$ cat src/rtl/bcd_pkg.sv
// Shared constants, FSM state type and digit-count helper
// for the binary-to-BCD converter.
package bcd_pkg;

   localparam int BCD_DIGIT_W = 4;
   localparam logic [3:0] ADD3_THRESH = 4'd5;
   localparam logic [3:0] ADD3_VAL = 4'd3;

   typedef enum logic [1:0] {
      IDLE,
      SHIFT,
      DONE
   } state_t;

   function automatic int bcd_digits(input int bin_w);
      return (bin_w + 2) / 3;
   endfunction

endpackage

$ cat src/rtl/binary_to_bcd_if.sv
// Request/result bundle between a binary producer and
// the BCD converter.
interface binary_to_bcd_if #(
   parameter int BIN_W = 4
);
   import bcd_pkg::*;

   localparam int DIGITS = bcd_digits(BIN_W);
   localparam int BCD_W = BCD_DIGIT_W * DIGITS;

   logic             start;
   logic [BIN_W-1:0] binary;
   logic             busy;
   logic             done;
   logic [BCD_W-1:0] bcd_out;

   modport master (
      output start,
      output binary,
      input  busy,
      input  done,
      input  bcd_out
   );

   modport slave (
      input  start,
      input  binary,
      output busy,
      output done,
      output bcd_out
   );

endinterface

$ cat src/rtl/bcd_digit_adj.sv
// Double-dabble digit correction: a digit of 5 or more
// gets +3 so the following left shift carries into the next digit.
module bcd_digit_adj
   import bcd_pkg::*;
(
   input  logic [3:0] digit,
   output logic [3:0] adjusted
);

   always_comb begin
      adjusted = digit;
      if (digit >= ADD3_THRESH) begin
         adjusted = digit + ADD3_VAL;
      end
   end

endmodule

$ cat src/rtl/binary_to_bcd.sv
// Sequential shift-and-add-3 converter: one bit per cycle,
// result registered and announced with a one-cycle done pulse.
module binary_to_bcd
   import bcd_pkg::*;
#(
   parameter int BIN_W = 4
) (
   input logic clk,
   input logic rst,
   binary_to_bcd_if.slave bus
);

   localparam int DIGITS = bcd_digits(BIN_W);
   localparam int BCD_W = BCD_DIGIT_W * DIGITS;
   localparam int CNT_W = $clog2(BIN_W + 1);
   localparam int CAT_W = BCD_W + BIN_W;

   state_t           state;
   logic [CNT_W-1:0] cnt;
   logic [BIN_W-1:0] sreg;
   logic [BCD_W-1:0] scratch;
   logic [BCD_W-1:0] adj;
   logic [BCD_W-1:0] bcd_q;
   logic             busy_q;
   logic             done_q;
   logic [CAT_W-1:0] shifted;

   for (genvar g = 0; g < DIGITS; g++) begin : g_adj
      bcd_digit_adj u_adj (
         .digit    (scratch[g*BCD_DIGIT_W +: BCD_DIGIT_W]),
         .adjusted (adj[g*BCD_DIGIT_W +: BCD_DIGIT_W])
      );
   end

   // Correct every digit first, then move the next binary bit in.
   assign shifted = {adj, sreg} << 1;

   always_ff @(posedge clk or posedge rst) begin
      if (rst) begin
         state   <= IDLE;
         cnt     <= '0;
         sreg    <= '0;
         scratch <= '0;
         bcd_q   <= '0;
         busy_q  <= 1'b0;
         done_q  <= 1'b0;
      end else begin
         done_q <= 1'b0;
         unique case (state)
            IDLE: begin
               if (bus.start) begin
                  sreg    <= bus.binary;
                  scratch <= '0;
                  cnt     <= CNT_W'(BIN_W);
                  busy_q  <= 1'b1;
                  state   <= SHIFT;
               end
            end
            SHIFT: begin
               scratch <= shifted[CAT_W-1:BIN_W];
               sreg    <= shifted[BIN_W-1:0];
               cnt     <= cnt - CNT_W'(1);
               if (cnt == CNT_W'(1)) begin
                  state <= DONE;
               end
            end
            DONE: begin
               bcd_q  <= scratch;
               done_q <= 1'b1;
               busy_q <= 1'b0;
               state  <= IDLE;
            end
            default: begin
               state <= IDLE;
            end
         endcase
      end
   end

   assign bus.busy    = busy_q;
   assign bus.done    = done_q;
   assign bus.bcd_out = bcd_q;

endmodule

$ cat src/flat_wrapper.sv
// flat-port wrapper written by rule: the top's interface ports become plain ports
module binary_to_bcd_flat import bcd_pkg::*;
#(
   parameter int BIN_W = 4
)
  (clk, rst, bus_start, bus_binary, bus_busy, bus_done, bus_bcd_out);
  binary_to_bcd_if #(.BIN_W(BIN_W)) bus_i ();
  input logic clk;
  input logic rst;
  input wire logic [$bits(bus_i.start)-1:0] bus_start;
  input wire logic [$bits(bus_i.binary)-1:0] bus_binary;
  output wire logic [$bits(bus_i.busy)-1:0] bus_busy;
  output wire logic [$bits(bus_i.done)-1:0] bus_done;
  output wire logic [$bits(bus_i.bcd_out)-1:0] bus_bcd_out;
  assign bus_i.start = bus_start;
  assign bus_i.binary = bus_binary;
  assign bus_busy = bus_i.busy;
  assign bus_done = bus_i.done;
  assign bus_bcd_out = bus_i.bcd_out;
  binary_to_bcd #(.BIN_W(BIN_W)) u_core (.clk(clk), .rst(rst), .bus(bus_i));
endmodule
$ cat config.mk
export PLATFORM = sky130hd
export DESIGN_NAME = binary_to_bcd_flat
export DESIGN_NICKNAME = d
export VERILOG_FILES = /design/src/rtl/bcd_pkg.sv /design/src/rtl/binary_to_bcd_if.sv /design/src/rtl/bcd_digit_adj.sv /design/src/rtl/binary_to_bcd.sv /design/src/flat_wrapper.sv
export SDC_FILE = /design/constraint.sdc
export NUM_CORES = 1
export LEC_CHECK = 0
export BUFFER_PORTS_ARGS = -buffer_cell sky130_fd_sc_hd__buf_2
export CAP_MARGIN = 20
export CORE_MARGIN = 2
export CORE_UTILIZATION = 50
export CTS_CLUSTER_SIZE = 24
export DETAILED_ROUTE_END_ITERATION = 10
export HOLD_SLACK_MARGIN = 0.06
export PLACE_DENSITY = 0.73
export SYNTH_ARGS = -nofsm -noshare
export SYNTH_HDL_FRONTEND = slang
export SYNTH_SLANG_ARGS = --single-unit
$ cat constraint.sdc
create_clock -name clk -period 1.45 [get_ports clk]
set_clock_uncertainty 0.05 [all_clocks]
set_input_delay 0.145 -clock clk [delete_from_list [all_inputs] [get_ports clk]]
set_output_delay 0.145 -clock clk [all_outputs]
set_load 0.02 [all_outputs]
# [After elaboration in Yosys (flattened, before gate mapping)]
# Index checks and enable logic that the tools add are counted.
# W data, S select, Z words.
[word_totals] ff_bits=27 out_inout_bits=10
[op_classes] mux=14 addsub=3 n_reduce_logical=6 n_lt_le_gt_ge=2 eq_ne=5
[op_table] op="$pmux W8 S2" count=1
[op_table] op="$ge A4 B3 Y1 const B" count=2
[op_table] op="$mux W4" count=2
[op_table] op="$mux W8" count=1
[op_table] op="$pmux W4 S2" count=1
[op_table] op="$mux W3" count=2
[op_table] op="$pmux W3 S2" count=1
[op_table] op="$reduce_and A2 Y1" count=3
[op_table] op="$add A4 B2 Y4 const B" count=1
[op_table] op="$mux W2" count=2
[op_table] op="$pmux W2 S2" count=1
[op_table] op="$reduce_bool A2 Y1" count=2
[op_table] op="$add A3 B2 Y3 const B" count=1
[op_table] op="$eq A3 B1 Y1 const B" count=1
[op_table] op="$sub A3 B1 Y3 const B" count=1
[op_table] op="$eq A2 B1 Y1 const B" count=1
[op_table] op="$eq A2 B2 Y1 const B" count=1
[op_table] op="$logic_not A2 Y1" count=1
[op_table] op="$mux W1" count=2
[op_table] op="$ne A2 B1 Y1 const B" count=1
[op_table] op="$ne A2 B2 Y1 const B" count=1
[op_table] op="$pmux W1 S2" count=1

# [Depth between registers and ports, before layout]
[logic_depth] ltp_word=3 ltp_mapped=5 mapped_depth_nobuf=5

# [By module]
# A second synthesis with hierarchy kept.
[hier_totals] hier_cells=109 hier_area_um2=1298.7
[modules_own_cells] mod="binary_to_bcd" cells_per_inst=77 seq_area_each_um2=675.6 n_inst=1 area_each_um2=1096.1
[modules_own_cells] mod="bcd_digit_adj" cells_per_inst=16 seq_area_each_um2=0.0 n_inst=2 area_each_um2=101.3

# [Least setup slack after synthesis]
# Ideal clock, no wire load.
[synth_timing] path_kind="register -> register" from="register u_core.scratch[0]" to="register u_core.scratch[4]" setup_slack_ns=0.086 path_stages_with_launch=6 setup_ns=0.101 required_ns=1.299 arrival_time_ns=1.213 period_less_slack_ns=1.364 cell_sequence="dfrtp_1 -> inv_1 -> ha_1 -> nor2b_1 -> o21a_1 -> o32ai_1"
[synth_between] elab_chain_len=3 word_cells_on_any_way=4 cone_classes="add/sub (1); order compare (1); mux (2)"
[synth_lines] item="start, declared" line="binary_to_bcd.sv:21" rtl="logic [BCD_W-1:0] scratch;"
[synth_lines] item="start signal, assigned" line="binary_to_bcd.sv:60" rtl="scratch <= shifted[CAT_W-1:BIN_W];"
[synth_lines] item="$add A4 B2 Y4 or $ge A4 B3 Y1 (tied branches)" line="bcd_digit_adj.sv:13, bcd_digit_adj.sv:12"
[synth_lines] item="$mux W4 *" line="bcd_digit_adj.sv:12" rtl="if (digit >= ADD3_THRESH) begin"
[synth_lines] item="$pmux W8 S2 *" line="binary_to_bcd.sv:49" rtl="unique case (state)"
# Every way passes the cells marked *; elsewhere a longest branch is shown, timed or not.
# A chain may end at the register's enable or synchronous reset.

# [Worst setup path in the final report]
[layout_timing] from="register u_core.scratch[0]" to="register u_core.scratch[1]"
# Same word-level chain as after synthesis.

==> impl_results.md <==
* Critical path's slowest cell: dfrtp_1
* Largest net degree at the start of global routing at 28
* DRC viols at 0
* Period utilisation layout at 94.7%
* Worst Tran Pin Value at 0.343 ns
* Fraction of layout cells with a size suffix above 1 at 29.0%
* CP cell instances: buf_4 -> ha_2 -> nor2b_4 -> o21a_1 -> o221ai_2
* Busiest layer in global routing: met2
* Routed vias at 944
* Synth Warn # at 0
* Slew Limit Fails at 0
* CP arrival at 1.53 ns
* Number of global-route vias before repair at 936
* Total of max-cap violations at 0
* Fillers at 215
* Area leader, netlist: dfrtp_1
* Die ar. at 3010 sq um
* CTS Buf Count at 3
* Met2 Track Usage GR at 31.0%
* Top cell type's share of synthesized area at 52.3%
* WP data required at 1.60 ns
* Finished Cell Area at 1490 sq um
* Syn_nets at 135
* Critical path depth at 5
* WL/cell at 13.7 microns
* Clock Tree Buf Depth at 2
* Number of synthesized register bits at 27
* GRT overflow at 0
* Min Clock Period, post-route at 1.37 ns
* Crit Path Max Fanout at 3
* CTS Sinks at 27
* Top post-synthesis cells by area: dfrtp_1 (52%), ha_1 (5.8%), o21ai_0 (5.4%)
* Cell area power density at 2170 nW/um^2
* Area Overhead vs Synth at 15.6%
* Final non-filler cell total at 175
* Register area share after synthesis at 52.3%
* Crit path largest cell delay at 0.41 ns
* Area of the mapped netlist at 1290 sq um
* H-tree Lvls at 1
* Synth Flop Type: dfrtp_1
* Final hold slack at 0.0645 ns
* Count of port buffers added during placement at 16
* Count of final setup violators at 0
* Reg-to-reg startpoint: u_core.scratch[0]
* ANT nets after route at 0
* Total Wirelength at 2.40 mm
* Setup_tns at 0 ns
* First-pass GRT wire length at 4.04 mm
* Slack of the critical path at 0.0766 ns
* Crit path launch type: register
* Post-synth top cells: dfrtp_1 (27), nand2_1 (18), o21ai_0 (14), inv_1 (13), ha_1 (6)
* Final hold vios at 0
* Post-synth EDFFs at 0
* Min-Delay Path Class: in -> reg
* Crit end category: register
* Initial DRC count at 11
* Worst-path clk slew at 0.14 ns
* Mapped Cells at 122
* Most frequent cell after synthesis: dfrtp_1
* R2R Path End: u_core.scratch[1]
* Worst hold endpoint: u_core.sreg[2]
* Drt pass-1 iters at 4
* Tot GR Track Use at 19.1%
* Hold Crit Start: bus_binary[2]
* Post-DP Area at 1390 sq um
* Post-DP HPWL at 1.63 mm
* R2R setup slack at 0.08 ns
* Pre-CTS setup slack at -0.0363 ns
* Initial antenna violation count at 0
* M1 GR Usage at 24.0%
* Clock Latency Late Sink at 0.31 ns
* Fin util at 60.8%
* Cells after DPL at 166
* Vias per inst at 5.39
* Worst R2R Path Depth at 5
* Gp weighted congestion at 0.855
* Post-synth ARST share at 100%
* Fmax at 0.728 GHz
* Root buffer cell: clkbuf_4
* Status: finished clean
* Core Region at 2450 sq um
* Rel. slew slack at 77.1%
* Synth cell types at 29
* Post-Syn Area per Cell at 10.6 sq um
* CP top delay family: flip-flops
* Die Wd at 54.8 microns
* TritonCTS clock tree: yes
* Io pins at 17
* Overall power at 3.24 mW
* Initial Util at 52.6%
* Hold depth at 3
* Row count at 18
* Die height at 54.8 microns
* Peak supply drop at 1.30 mV
* Ant. Diodes at 0
* GRT met3 Usage at 3.01%
* Layout Nets at 159
* LEAKAGE at 0.723 nW
* Setup CP Type: reg -> reg
* CP bufs+invs at 1
==> layout make-up <==
cell class,instances,area (sq um),share of cell area (%)
inverters,14,52.6,3.52
well taps,30,37.5,2.51
flip-flops and latches,27,676,45.3
clock buffers,4,26.3,1.76
repair buffers,25,153,10.2
multi-input cells,75,548,36.7
==> power by group <==
part	switching [mW]	leakage [nW]	internal [mW]	total (mW)
logic	0.949	0.361	0.726	1.67
registers	0.190	0.347	1.05	1.24
clock network	0.213	0.0150	0.108	0.320
total	1.35	0.723	1.88	3.24
==> placed cells by master, fill, tap and decap left out <==
cell / instances
dfrtp_1: 27
nand2_1: 18
buf_2: 16
o21ai_0: 14
inv_1: 11
buf_4: 7
o2111ai_1: 4
a32o_1: 3
mux2i_1: 3
inv_2: 3
o211ai_1: 3
ha_2: 3
ha_1: 3
clkbuf_4: 3
nand2b_2: 2
o21a_1: 2
nand2b_1: 2
o31ai_2: 2
nor2_1: 2
dlygate4sd3_1: 2
o21bai_1: 1
o21ba_2: 1
o22ai_1: 1
and2b_1: 1
and2b_4: 1
nor2b_4: 1
o221ai_2: 1
xnor2_1: 1
o32ai_2: 1
nor2b_2: 1
o221ai_1: 1
and3_1: 1
a21o_1: 1
a31oi_1: 1
clkbuf_1: 1
==> logic make-up after synthesis <==
| group | share of synthesized area [%] |
|---|---|
| XOR/XNOR | 0.678 |
| multiplexers | 2.33 |
| AND/OR/NAND/NOR | 10.6 |
| buffers and inverters | 8.04 |
| adder cells (fa/ha/maj) | 5.81 |
| flip-flops | 52.3 |
| AO/OA/AOI/OAI | 20.3 |
==> timing repair <==
item,CTS,global route
hold endpoints to repair,28,0
pin swaps,0,3
gates cloned,0,0
gates resized for setup,1,11
hold buffers,2,0
endpoints found under the setup margin,2,9
setup buffers,2,1
==> worst register-to-register path: stages, from the launching register on <==
cell and delay (ns):
dfrtp_1 0.41, buf_4 0.15, ha_2 0.19, nor2b_4 0.13, o21a_1 0.22, o221ai_2 0.12
==> sequential cells by signal, summed over array words and instances (netlist names) <==
name	flops
u_core.scratch	8
u_core.sreg	4
u_core.state	2
u_core.bus.bcd_out	8
u_core.bus.done	1
u_core.bus.busy	1
u_core.cnt	3
==> how the worst max path moves through the flow <==
stage,end,from
2_1_floorplan,u_core.scratch[4],u_core.scratch[0]
3_3_place_gp,u_core.scratch[4],u_core.scratch[0]
3_5_place_dp,u_core.scratch[1],u_core.scratch[1]
4_1_cts,u_core.scratch[4],u_core.scratch[0]
5_1_grt,u_core.scratch[2],u_core.scratch[0]
6_report,u_core.scratch[1],u_core.scratch[0]
==> layer usage <==
metal / part of all wire (%) / wire, microns / vias to the layer above
met4: 1.3 / 32 / 0
met5: 0 / 0 / -
met1: 47 / 1130 / 461
met2: 49 / 1170 / 16
met3: 3.0 / 72 / 4
li1: - / - / 463
Note: power is estimated with default switching activity, not from simulation.
